### src/rtl/if_id_queue_pkg.sv
// Shared constants for the IF/ID decoupling queue: default datapath widths and the NOP encoding.
package if_id_queue_pkg;

    localparam int          DEF_PC_WIDTH    = 8;
    localparam int          DEF_INSTR_WIDTH = 16;
    localparam logic [15:0] NOP_INSTR       = 16'h0000;

endpackage

### src/rtl/fifo_ram_2p.sv
// DEPTH x WIDTH register array with one synchronous write port and one asynchronous read port.
module fifo_ram_2p #(
    parameter int DEPTH = 2,
    parameter int WIDTH = 24,
    parameter int AW    = $clog2(DEPTH)
) (
    input  logic             clk,
    input  logic             wr_en,
    input  logic [AW-1:0]    wr_addr,
    input  logic [WIDTH-1:0] wr_data,
    input  logic [AW-1:0]    rd_addr,
    output logic [WIDTH-1:0] rd_data
);

    logic [WIDTH-1:0] mem [DEPTH];

    // NOTE: storage is deliberately not reset; occupancy lives in the owner's count and pointers,
    // so a stale word is never presented as valid.
    always_ff @(posedge clk) begin
        if (wr_en) begin
            mem[wr_addr] <= wr_data;
        end
    end

    assign rd_data = mem[rd_addr];

endmodule

### src/rtl/if_id_queue.sv
// Credit-based queue between IF and ID: tracks one in-flight IMEM read, flushes on branch or IRST exit.
module if_id_queue
    import if_id_queue_pkg::*;
#(
    parameter int PC_WIDTH    = DEF_PC_WIDTH,
    parameter int INSTR_WIDTH = DEF_INSTR_WIDTH,
    parameter int DEPTH       = 2
) (
    input  logic                     clk,
    input  logic                     rst,
    input  logic [PC_WIDTH-1:0]      pc_in,
    input  logic [INSTR_WIDTH-1:0]   instr_in,
    input  logic                     irst_busy,
    input  logic                     branch_taken,
    output logic                     instruction_fetch_en,
    output logic                     id_valid,
    output logic [PC_WIDTH-1:0]      id_pc,
    output logic [INSTR_WIDTH-1:0]   id_instr,
    input  logic                     id_ready,
    output logic [$clog2(DEPTH):0]   count
);

    localparam int AW = $clog2(DEPTH);
    localparam int CW = AW + 1;
    localparam int EW = PC_WIDTH + INSTR_WIDTH;

    logic [CW-1:0]          count_q, count_d, remaining;
    logic [AW-1:0]          rd_ptr_q, rd_ptr_d, wr_ptr_q, wr_ptr_d;
    logic                   inflight_q, busy_q;
    logic [PC_WIDTH-1:0]    pc_q, id_pc_q;
    logic [INSTR_WIDTH-1:0] id_instr_q;
    logic                   valid_q;
    logic                   flush, push, pop;
    logic [EW-1:0]          rd_data, head_d;

    // Leaving IRST restarts IF from PC 0, so it discards the queue exactly like a taken branch.
    assign flush = branch_taken || (busy_q && !irst_busy);

    assign instruction_fetch_en = !rst && !irst_busy && !branch_taken &&
                                  ((count_q + CW'(inflight_q)) < CW'(DEPTH));

    // A fetch returning while IRST owns IMEM carries no trustworthy data.
    assign push = inflight_q && !irst_busy && !flush;
    assign pop  = valid_q && id_ready && !flush;

    fifo_ram_2p #(.DEPTH(DEPTH), .WIDTH(EW)) u_ram (
        .clk     (clk),
        .wr_en   (push),
        .wr_addr (wr_ptr_q),
        .wr_data ({pc_q, instr_in}),
        .rd_addr (rd_ptr_d),
        .rd_data (rd_data)
    );

    // NOTE: every variable gets a default before any branch so no path can infer a latch.
    always_comb begin
        count_d   = count_q;
        rd_ptr_d  = rd_ptr_q;
        wr_ptr_d  = wr_ptr_q;
        remaining = count_q - CW'(pop);
        head_d    = rd_data;
        if (flush) begin
            count_d  = '0;
            rd_ptr_d = '0;
            wr_ptr_d = '0;
        end else begin
            if (push) wr_ptr_d = wr_ptr_q + AW'(1);
            if (pop)  rd_ptr_d = rd_ptr_q + AW'(1);
            count_d = count_q + CW'(push) - CW'(pop);
        end
        // The slot being written this edge is only the new head when nothing older survives.
        if (remaining == '0) head_d = {pc_q, instr_in};
    end

    // NOTE: sequential state uses non-blocking assignments so every register samples pre-edge values.
    always_ff @(posedge clk) begin
        if (rst) begin
            count_q    <= '0;
            rd_ptr_q   <= '0;
            wr_ptr_q   <= '0;
            inflight_q <= 1'b0;
            pc_q       <= '0;
            busy_q     <= 1'b0;
            valid_q    <= 1'b0;
            id_pc_q    <= '0;
            id_instr_q <= '0;
        end else begin
            count_q    <= count_d;
            rd_ptr_q   <= rd_ptr_d;
            wr_ptr_q   <= wr_ptr_d;
            inflight_q <= instruction_fetch_en;
            pc_q       <= pc_in;
            busy_q     <= irst_busy;
            valid_q    <= (count_d != '0);
            if (count_d != '0) begin
                id_pc_q    <= head_d[EW-1 -: PC_WIDTH];
                id_instr_q <= head_d[INSTR_WIDTH-1:0];
            end else begin
                id_instr_q <= INSTR_WIDTH'(NOP_INSTR);
            end
        end
    end

    assign id_valid = valid_q;
    assign id_pc    = id_pc_q;
    assign id_instr = id_instr_q;
    assign count    = count_q;

endmodule

### config.mk
export PLATFORM = sky130hd
export DESIGN_NAME = if_id_queue
export DESIGN_NICKNAME = d
export VERILOG_FILES = /design/src/rtl/if_id_queue_pkg.sv /design/src/rtl/fifo_ram_2p.sv /design/src/rtl/if_id_queue.sv
export SDC_FILE = /design/constraint.sdc
export NUM_CORES = 1
export LEC_CHECK = 0
export CAP_MARGIN = 40
export CORE_MARGIN = 2
export CORE_UTILIZATION = 35
export CTS_BUF_LIST = sky130_fd_sc_hd__clkbuf_16
export CTS_CLUSTER_SIZE = 28
export DETAILED_ROUTE_END_ITERATION = 16
export GPL_ROUTABILITY_DRIVEN = 0
export PLACE_DENSITY = 0.59
export SYNTH_ARGS = -nofsm -noshare
export SYNTH_HDL_FRONTEND = slang
export SYNTH_SLANG_ARGS = --single-unit
### constraint.sdc
create_clock -name clk -period 3.3 [get_ports clk]
set_input_delay 0.66 -clock clk [delete_from_list [all_inputs] [get_ports clk]]
set_output_delay 0.66 -clock clk [all_outputs]
set_load 0.01 [all_outputs]
==> qor.json, run 1 <==
{
  "setup_path": {
    "crit_path_kind": "in -> reg",
    "worst_setup_path_end_kind": "register",
    "worst_ep_arrival_ns": 3.12,
    "worstPathRequired_ns": 3.54,
    "worst_path_cell_chain": "clkdlybuf4s50_1 -> and2b_1 -> nor3b_1 -> xnor2_1 -> ha_1 -> xnor2_1 -> and3_4 -> or2_4 -> o21ai_4 -> buf_12 -> a211oi_1",
    "cp_slowest_stage_delay_ns": 0.51,
    "critical-path-slowest-cell": "sky130_fd_sc_hd__clkdlybuf4s50_1",
    "critical-path-top-cell-by-count": "sky130_fd_sc_hd__xnor2_1",
    "critPathMaxFanout": 18,
    "setup.worst_path.start_class": "input pin"
  },
  "routing": {
    "detail_route.first_pass.iterations": 4,
    "drt_drc_violations_left": 0,
    "route.vias.total": 1977,
    "antenna_left": 0,
    "route.final.wire_length_um": 6137,
    "post_drt_via_cell_ratio": 4.822,
    "detailedRoute.firstIterationViolations": 50,
    "wl_per_cell_um": 14.97
  },
  "power": {
    "design_power_w": 0.002298,
    "peakVddDrop_uv": 239.0,
    "pwr_density_nw_per_um2": 528.4,
    "total_leakage_power_nw": 1.476
  },
  "sta": {
    "max_slew_vio_count": 0,
    "finalClockSkew_ns": 0.005358,
    "final.min_clock_period_ns": 2.883,
    "setup-tns-final_ns": 0,
    "timing.final.hold_violations": 0,
    "final.period_utilization": 0.8736,
    "grt_setup_unrepaired": "no",
    "fmax_ghz": 0.3469,
    "fin_hold_ws_ns": 0.4545,
    "max-slew-margin-rel": 0.5822,
    "setup-violations-final": 0,
    "final.setup.worst_slack_ns": 0.4170,
    "tightest_slew_ns": 0.6180
  },
  "clock_network": {
    "clk_latency_ns": 0.33,
    "tritoncts": "done",
    "cts-buffers-inserted": 9,
    "cts.sinks": 87,
    "max-clock-path-buffers": 2,
    "postCtsSetupRepairBufs": 0,
    "cts_hold_buf": 0,
    "cts_resized": 0,
    "clk_pin_slew_worst_setup_hold_paths_ns": 0.06,
    "h-tree-depth": 3,
    "clockRootBuffer": "sky130_fd_sc_hd__clkbuf_16"
  },
  "grt": {
    "number_of_global_route_vias_before_repair": 1934,
    "grt_pass1_wl_um": 9749,
    "grt-ovfl-total": 0,
    "antenna_found_initial": 0,
    "grt_max_degree": 41,
    "track_usage": 0.1295
  },
  "layout": {
    "final_cell_mix": "sky130_fd_sc_hd__clkdlybuf4s50_1, sky130_fd_sc_hd__edfxtp_1, sky130_fd_sc_hd__dfxtp_1",
    "final_common_cell": "sky130_fd_sc_hd__clkdlybuf4s50_1",
    "design.final.nets": 324,
    "instances_no_fill": 410,
    "drive_above_1_share": 0.1739,
    "antennaDiodeCount": 0,
    "syn_to_final_growth_pct": 33.96
  },
  "logic_synthesis": {
    "post-synth-top-area-cell": "sky130_fd_sc_hd__edfxtp_1",
    "synthesized_cell_area_um2": 3246,
    "postSynthNetCount": 250,
    "synth_cell_types": 35,
    "synth_top_cells_by_area": "sky130_fd_sc_hd__edfxtp_1, sky130_fd_sc_hd__dfxtp_1, sky130_fd_sc_hd__mux2i_1, sky130_fd_sc_hd__a211oi_1, sky130_fd_sc_hd__mux2_2",
    "yosys.area.top_type_share": 0.4441,
    "syn_area_per_cell_um2": 14.75,
    "ys.warnings.count": 0,
    "netlist_instances": 220,
    "yosysSeqAreaShare": 0.6847,
    "yosys_register_bits": 87
  },
  "floorplanning": {
    "die_w_um": 100.3,
    "chipHeight_um": 100.3,
    "floorplan.rows": 35,
    "io_pins": 57,
    "floorplan.core_area_um2": 9109,
    "fp.dieArea_um2": 10060,
    "start_util": 0.3563
  },
  "min_path": {
    "worstHoldPathType": "reg -> reg"
  },
  "placed_design": {
    "port_buffers": 56,
    "place_ws_ns": 0.05704,
    "hpwlAfterDp_um": 4041,
    "dp_cell_count": 394
  },
  "outcome": {
    "run_status": "completed"
  },
  "job": {
    "cap_violations": 0
  }
}
## cell usage after synthesis
| cell | instances |
|---|---|
| sky130_fd_sc_hd__buf_1 | 1 |
| sky130_fd_sc_hd__o41ai_4 | 1 |
| sky130_fd_sc_hd__or2_4 | 1 |
| sky130_fd_sc_hd__o21bai_1 | 1 |
| sky130_fd_sc_hd__nor4b_1 | 1 |
| sky130_fd_sc_hd__o21ai_0 | 5 |
| sky130_fd_sc_hd__o21ai_4 | 1 |
| sky130_fd_sc_hd__a21oi_4 | 1 |
| sky130_fd_sc_hd__ha_1 | 1 |
| sky130_fd_sc_hd__a21oi_1 | 1 |
| sky130_fd_sc_hd__or3_1 | 1 |
| sky130_fd_sc_hd__a211oi_4 | 1 |
| sky130_fd_sc_hd__a211oi_1 | 16 |
| sky130_fd_sc_hd__o21ai_2 | 3 |
| sky130_fd_sc_hd__nor3b_1 | 1 |
| sky130_fd_sc_hd__nor3_1 | 1 |
| sky130_fd_sc_hd__nor4_1 | 2 |
| sky130_fd_sc_hd__a21bo_2 | 1 |
| sky130_fd_sc_hd__mux2i_1 | 25 |
| sky130_fd_sc_hd__buf_2 | 1 |
| sky130_fd_sc_hd__nor2b_1 | 10 |
| sky130_fd_sc_hd__and3_4 | 1 |
| sky130_fd_sc_hd__and2b_1 | 1 |
| sky130_fd_sc_hd__buf_6 | 5 |
| sky130_fd_sc_hd__mux2_2 | 8 |
| sky130_fd_sc_hd__xnor2_1 | 4 |
| sky130_fd_sc_hd__dfxtp_1 | 39 |
| sky130_fd_sc_hd__nand2_1 | 9 |
| sky130_fd_sc_hd__nand3b_1 | 1 |
| sky130_fd_sc_hd__clkbuf_1 | 3 |
| sky130_fd_sc_hd__edfxtp_1 | 48 |
| sky130_fd_sc_hd__nor2_1 | 19 |
| sky130_fd_sc_hd__or4b_4 | 1 |
| sky130_fd_sc_hd__inv_1 | 1 |
| sky130_fd_sc_hd__and2_1 | 4 |
## power breakdown
| part | switching, W | total [W] | internal (W) |
|---|---|---|---|
| Clock | 0.000391 | 0.00105 | 0.000656 |
| Combinational | 0.0000389 | 0.0000924 | 0.0000535 |
| Sequential | 0.00000581 | 0.00116 | 0.00115 |
## critical path: cells and delay by family
family / cells / cell delay [ns]
XOR/XNOR: 2 / 0.40
AO/OA/AOI/OAI: 2 / 0.24
AND/OR/NAND/NOR: 4 / 0.92
buffers and inverters: 2 / 0.69
adder cells (fa/ha/maj): 1 / 0.20
## layer usage
layer,up-vias,global-route usage,share of wire
li1,957,-,-
met1,960,0.1568,0.45
met2,54,0.2142,0.49
met3,6,0.05084,0.054
met4,0,0.03793,0.0093
met5,-,0,0
## flip-flops by register name (all words and copies together), names as in the netlist
register and count:
id_instr 16, count 2, id_pc 8, pc_q 8, busy_q 1, inflight_q 1
rd_ptr_q 1, u_ram.mem 48, id_valid 1, wr_ptr_q 1
## cell families (layout without fill, tap and decap cells)
family	after synthesis	in the layout	synth area share
DFF	87	87	0.6847
and+or+nand+nor	53	53	0.08674
muxes	33	33	0.1049
AOI/OAI and AO/OA	31	31	0.08443
buffers and inverters	11	90	0.02467
xor gates and xnor gates	4	4	0.01079
adders and majority gates	1	1	0.003854
## final timing paths
| check | from | to | slack [ns] | cells after the start |
|---|---|---|---|---|
| hold / removal | pc_q[7]$_SDFF_PP0_ | u_ram.mem[1][23]$_DFFE_PP_ | 0.45 | 0 |
| setup / recovery | irst_busy | id_instr[8]$_SDFF_PP0_ | 0.42 | 11 |
| setup reg to reg | busy_q$_SDFF_PP0_ | id_instr[8]$_SDFF_PP0_ | 0.90 | 9 |
| hold reg to reg | pc_q[7]$_SDFF_PP0_ | u_ram.mem[1][23]$_DFFE_PP_ | 0.45 | 0 |
## cell type report
class                      count  area (um^2)
clock buffer                   9        225.2
multi-input combinational    122        958.4
sequential                    87         2222
inverter                       1        3.754
timing repair buffer          73        713.2
tap                          111        138.9
clock inverter                 7        86.33
fill                         822         4761
## through the flow
step / util / instance area, um^2
after floorplan: - / 3246
after global placement: 0.4431 / 4036
after detailed placement: 0.4431 / 4036
after CTS: 0.4773 / 4348
after global routing: 0.4773 / 4348
final: 0.4773 / 4348
No activity file was read; power rests on OpenSTA's default activity.
==> run 2: changes to the inputs <==
- CAP_MARGIN: 40 -> unset
- SKIP_LAST_GASP: unset -> 1
==> results of run 2 <==
Final layout, timing and power as in run 1 (identical DEF).
==> run 3: changes to the inputs <==
- CORE_UTILIZATION: 35 -> 52
- PLACE_DENSITY: 0.59 -> 0.81
==> qor.json, run 3 (same netlist as run 1, synthesis figures left out) <==
{
  "outcome": {
    "run_status": "completed"
  },
  "layout": {
    "largest_reg_flops": {"value": 48, "change": "unchanged"},
    "design_area": {"value": 4289, "unit": "um^2", "change": "-1.4%"},
    "final_cell_mix": "sky130_fd_sc_hd__clkdlybuf4s50_1, sky130_fd_sc_hd__edfxtp_1, sky130_fd_sc_hd__dfxtp_1",
    "antennaDiodeCount": {"value": 0, "change": "unchanged"},
    "design.final.nets": {"value": 322, "change": "-0.62%"},
    "instances_no_fill": {"value": 372, "change": "-9.3%"},
    "layout.core_utilization": {"value": 0.7160, "change": "+0.2386"},
    "drive_above_1_share": {"value": 0.1751, "change": "+0.001171"},
    "max_flop_register": "u_ram.mem",
    "syn_to_final_growth_pct": 32.15,
    "final_common_cell": "sky130_fd_sc_hd__clkdlybuf4s50_1"
  },
  "setup_path": {
    "critPathTopFamily": "simple AND/OR/NAND/NOR gates",
    "cp_slowest_stage_delay": {"value": 0.55, "unit": "ns", "change": "+0.04 ns"},
    "worst_setup_path_end_kind": "register",
    "worst_path_cell_chain": "clkdlybuf4s50_1 -> or4b_4 -> xnor2_1 -> ha_1 -> xnor2_1 -> and3_4 -> or2_4 -> o21ai_4 -> buf_12 -> a211oi_1",
    "critical-path-slowest-cell": "sky130_fd_sc_hd__or4b_4",
    "rr_startpoint": "busy_q$_SDFF_PP0_",
    "crit_path_kind": "in -> reg",
    "critical-path-top-cell-by-count": "sky130_fd_sc_hd__xnor2_1",
    "timing.critical_path.from": "irst_busy",
    "critPathMaxFanout": {"value": 18, "change": "unchanged"},
    "worst_ep_arrival": {"value": 3.19, "unit": "ns", "change": "+0.07 ns"},
    "setup.worst_path.start_class": "input pin",
    "cp.buffers_inverters": {"value": 2, "change": "unchanged"},
    "worstPathRequired": {"value": 3.53, "unit": "ns", "change": "about the same"}
  },
  "routing": {
    "route.vias.total": {"value": 1948, "change": "-1.5%"},
    "antenna_left": {"value": 0, "change": "unchanged"},
    "route.final.wire_length": {"value": 5850, "unit": "um", "change": "-4.7%"},
    "drt_drc_violations_left": {"value": 0, "change": "unchanged"},
    "wl_per_cell": {"value": 15.73, "unit": "um", "change": "+5.1%"},
    "post_drt_via_cell_ratio": {"value": 5.237, "change": "+8.6%"},
    "detail_route.first_pass.iterations": {"value": 4, "change": "unchanged"},
    "detailedRoute.firstIterationViolations": {"value": 104, "change": "+110%"}
  },
  "sta": {
    "tightest_slew": {"value": 0.6499, "unit": "ns", "change": "+0.03191 ns"},
    "setup-violations-final": {"value": 0, "change": "unchanged"},
    "max_slew_vio_count": {"value": 0, "change": "unchanged"},
    "final.period_utilization": {"value": 0.8983, "change": "+0.02463"},
    "grt_setup_unrepaired": "no",
    "max-slew-margin-rel": {"value": 0.5653, "change": "-0.01686"},
    "fmax": {"value": 0.3374, "unit": "GHz", "change": "-2.7%"},
    "timing.final.hold_violations": {"value": 0, "change": "unchanged"},
    "final.min_clock_period": {"value": 2.964, "unit": "ns", "change": "+0.08129 ns"},
    "finalClockSkew": {"value": 0.005496, "unit": "ns", "change": "+0.0001377 ns"},
    "setup-tns-final": {"value": 0, "unit": "ns", "change": "unchanged"}
  },
  "clock_network": {
    "cts.sinks": {"value": 87, "change": "unchanged"},
    "h-tree-depth": {"value": 3, "change": "unchanged"},
    "cts-buffers-inserted": {"value": 9, "change": "unchanged"},
    "postCtsSetupRepairBufs": {"value": 0, "change": "unchanged"},
    "tritoncts": "done",
    "clk_latency": {"value": 0.34, "unit": "ns", "change": "about the same"},
    "clockRootBuffer": "sky130_fd_sc_hd__clkbuf_16",
    "cts_hold_buf": {"value": 0, "change": "unchanged"},
    "clk_pin_slew_worst_setup_hold_paths": {"value": 0.06, "unit": "ns", "change": "about the same"},
    "max-clock-path-buffers": {"value": 2, "change": "unchanged"}
  },
  "grt": {
    "grt_max_degree": {"value": 34, "change": "-17%"},
    "grt_pass1_wl": {"value": 9577, "unit": "um", "change": "-1.8%"},
    "grt-ovfl-total": {"value": 0, "change": "unchanged"},
    "antenna_found_initial": {"value": 0, "change": "unchanged"},
    "number_of_global_route_vias_before_repair": {"value": 2004, "change": "+3.6%"},
    "track_usage": {"value": 0.1796, "change": "+0.05009"}
  },
  "floorplanning": {
    "die_w": {"value": 83.01, "unit": "um", "change": "-17%"},
    "floorplan.core_area": {"value": 5991, "unit": "um^2", "change": "-34%"},
    "io_pins": {"value": 57, "change": "unchanged"},
    "chipHeight": {"value": 83.01, "unit": "um", "change": "-17%"},
    "start_util": {"value": 0.5418, "change": "+0.1855"},
    "fp.dieArea": {"value": 6890, "unit": "um^2", "change": "-32%"},
    "floorplan.rows": {"value": 28, "change": "-20%"}
  },
  "min_path": {
    "min_from": "pc_q[4]$_SDFF_PP0_",
    "worstHoldPathType": "reg -> reg"
  },
  "power": {
    "total_leakage_power": {"value": 1.472, "unit": "nW", "change": "-0.29%"},
    "pwr_density": {"value": 539.8, "unit": "nW/um^2", "change": "+2.2%"},
    "peakVddDrop": {"value": 845.6, "unit": "uV", "change": "+250%"}
  },
  "placed_design": {
    "dpl-instance-area": {"value": 3964, "unit": "um^2", "change": "-1.8%"},
    "hpwlAfterDp": {"value": 3876, "unit": "um", "change": "-4.1%"},
    "port_buffers": {"value": 56, "change": "unchanged"},
    "dp_cell_count": {"value": 356, "change": "-9.6%"}
  },
  "job": {
    "cap_violations": {"value": 0, "change": "unchanged"}
  }
}
-- run 3: timing repair --
item                                   4_1_cts  5_1_grt
endpoints found under the hold margin        0        0
gates resized for setup                      0        1
setup endpoints to repair                    0        2
-- run 3: path summary, 6_finish.rpt --
path	endpoint	slack (ns)	depth (start not counted)
worst min register to register	u_ram.mem[1][20]$_DFFE_PP_	0.46	0
worst min-delay path	u_ram.mem[1][20]$_DFFE_PP_	0.46	0
worst max register to register	id_instr[5]$_SDFF_PP0_	0.84	9
worst max-delay path	id_instr[5]$_SDFF_PP0_	0.34	10
-- run 3: layout make-up --
class / count / area (um^2)
timing repair buffer: 71 / 685.7
inverter: 1 / 3.754
multi-input combinational: 122 / 963.4
fill: 379 / 1702
clock buffer: 9 / 225.2
tap: 75 / 93.84
clock inverter: 7 / 95.09
sequential: 87 / 2222
-- run 3: power breakdown --
group | internal [W] | switching (W)
clock | 0.000664 | 0.000403
sequential | 0.00115 | 0.00000636
combinational | 0.0000525 | 0.0000374
total | 0.00187 | 0.000447
-- run 3: per-layer routing --
metal	share of wire	track usage
met3	0.051	0.06064
met1	0.43	0.2119
met2	0.50	0.3035
met5	0	0
met4	0.014	0.06855
-- run 3: metrics by stage --
step	hold slack (ns)	total power, W	setup slack [ns]
3_5_place_dp	0.4424	0.001272	-0.08787
5_1_grt	0.4725	0.002382	0.09288
4_1_cts	0.4565	0.002335	0.2491
3_3_place_gp	0.4286	0.001268	0.02533
6_report	0.4597	0.002315	0.3357
2_1_floorplan	0.4249	0.001214	0.5325
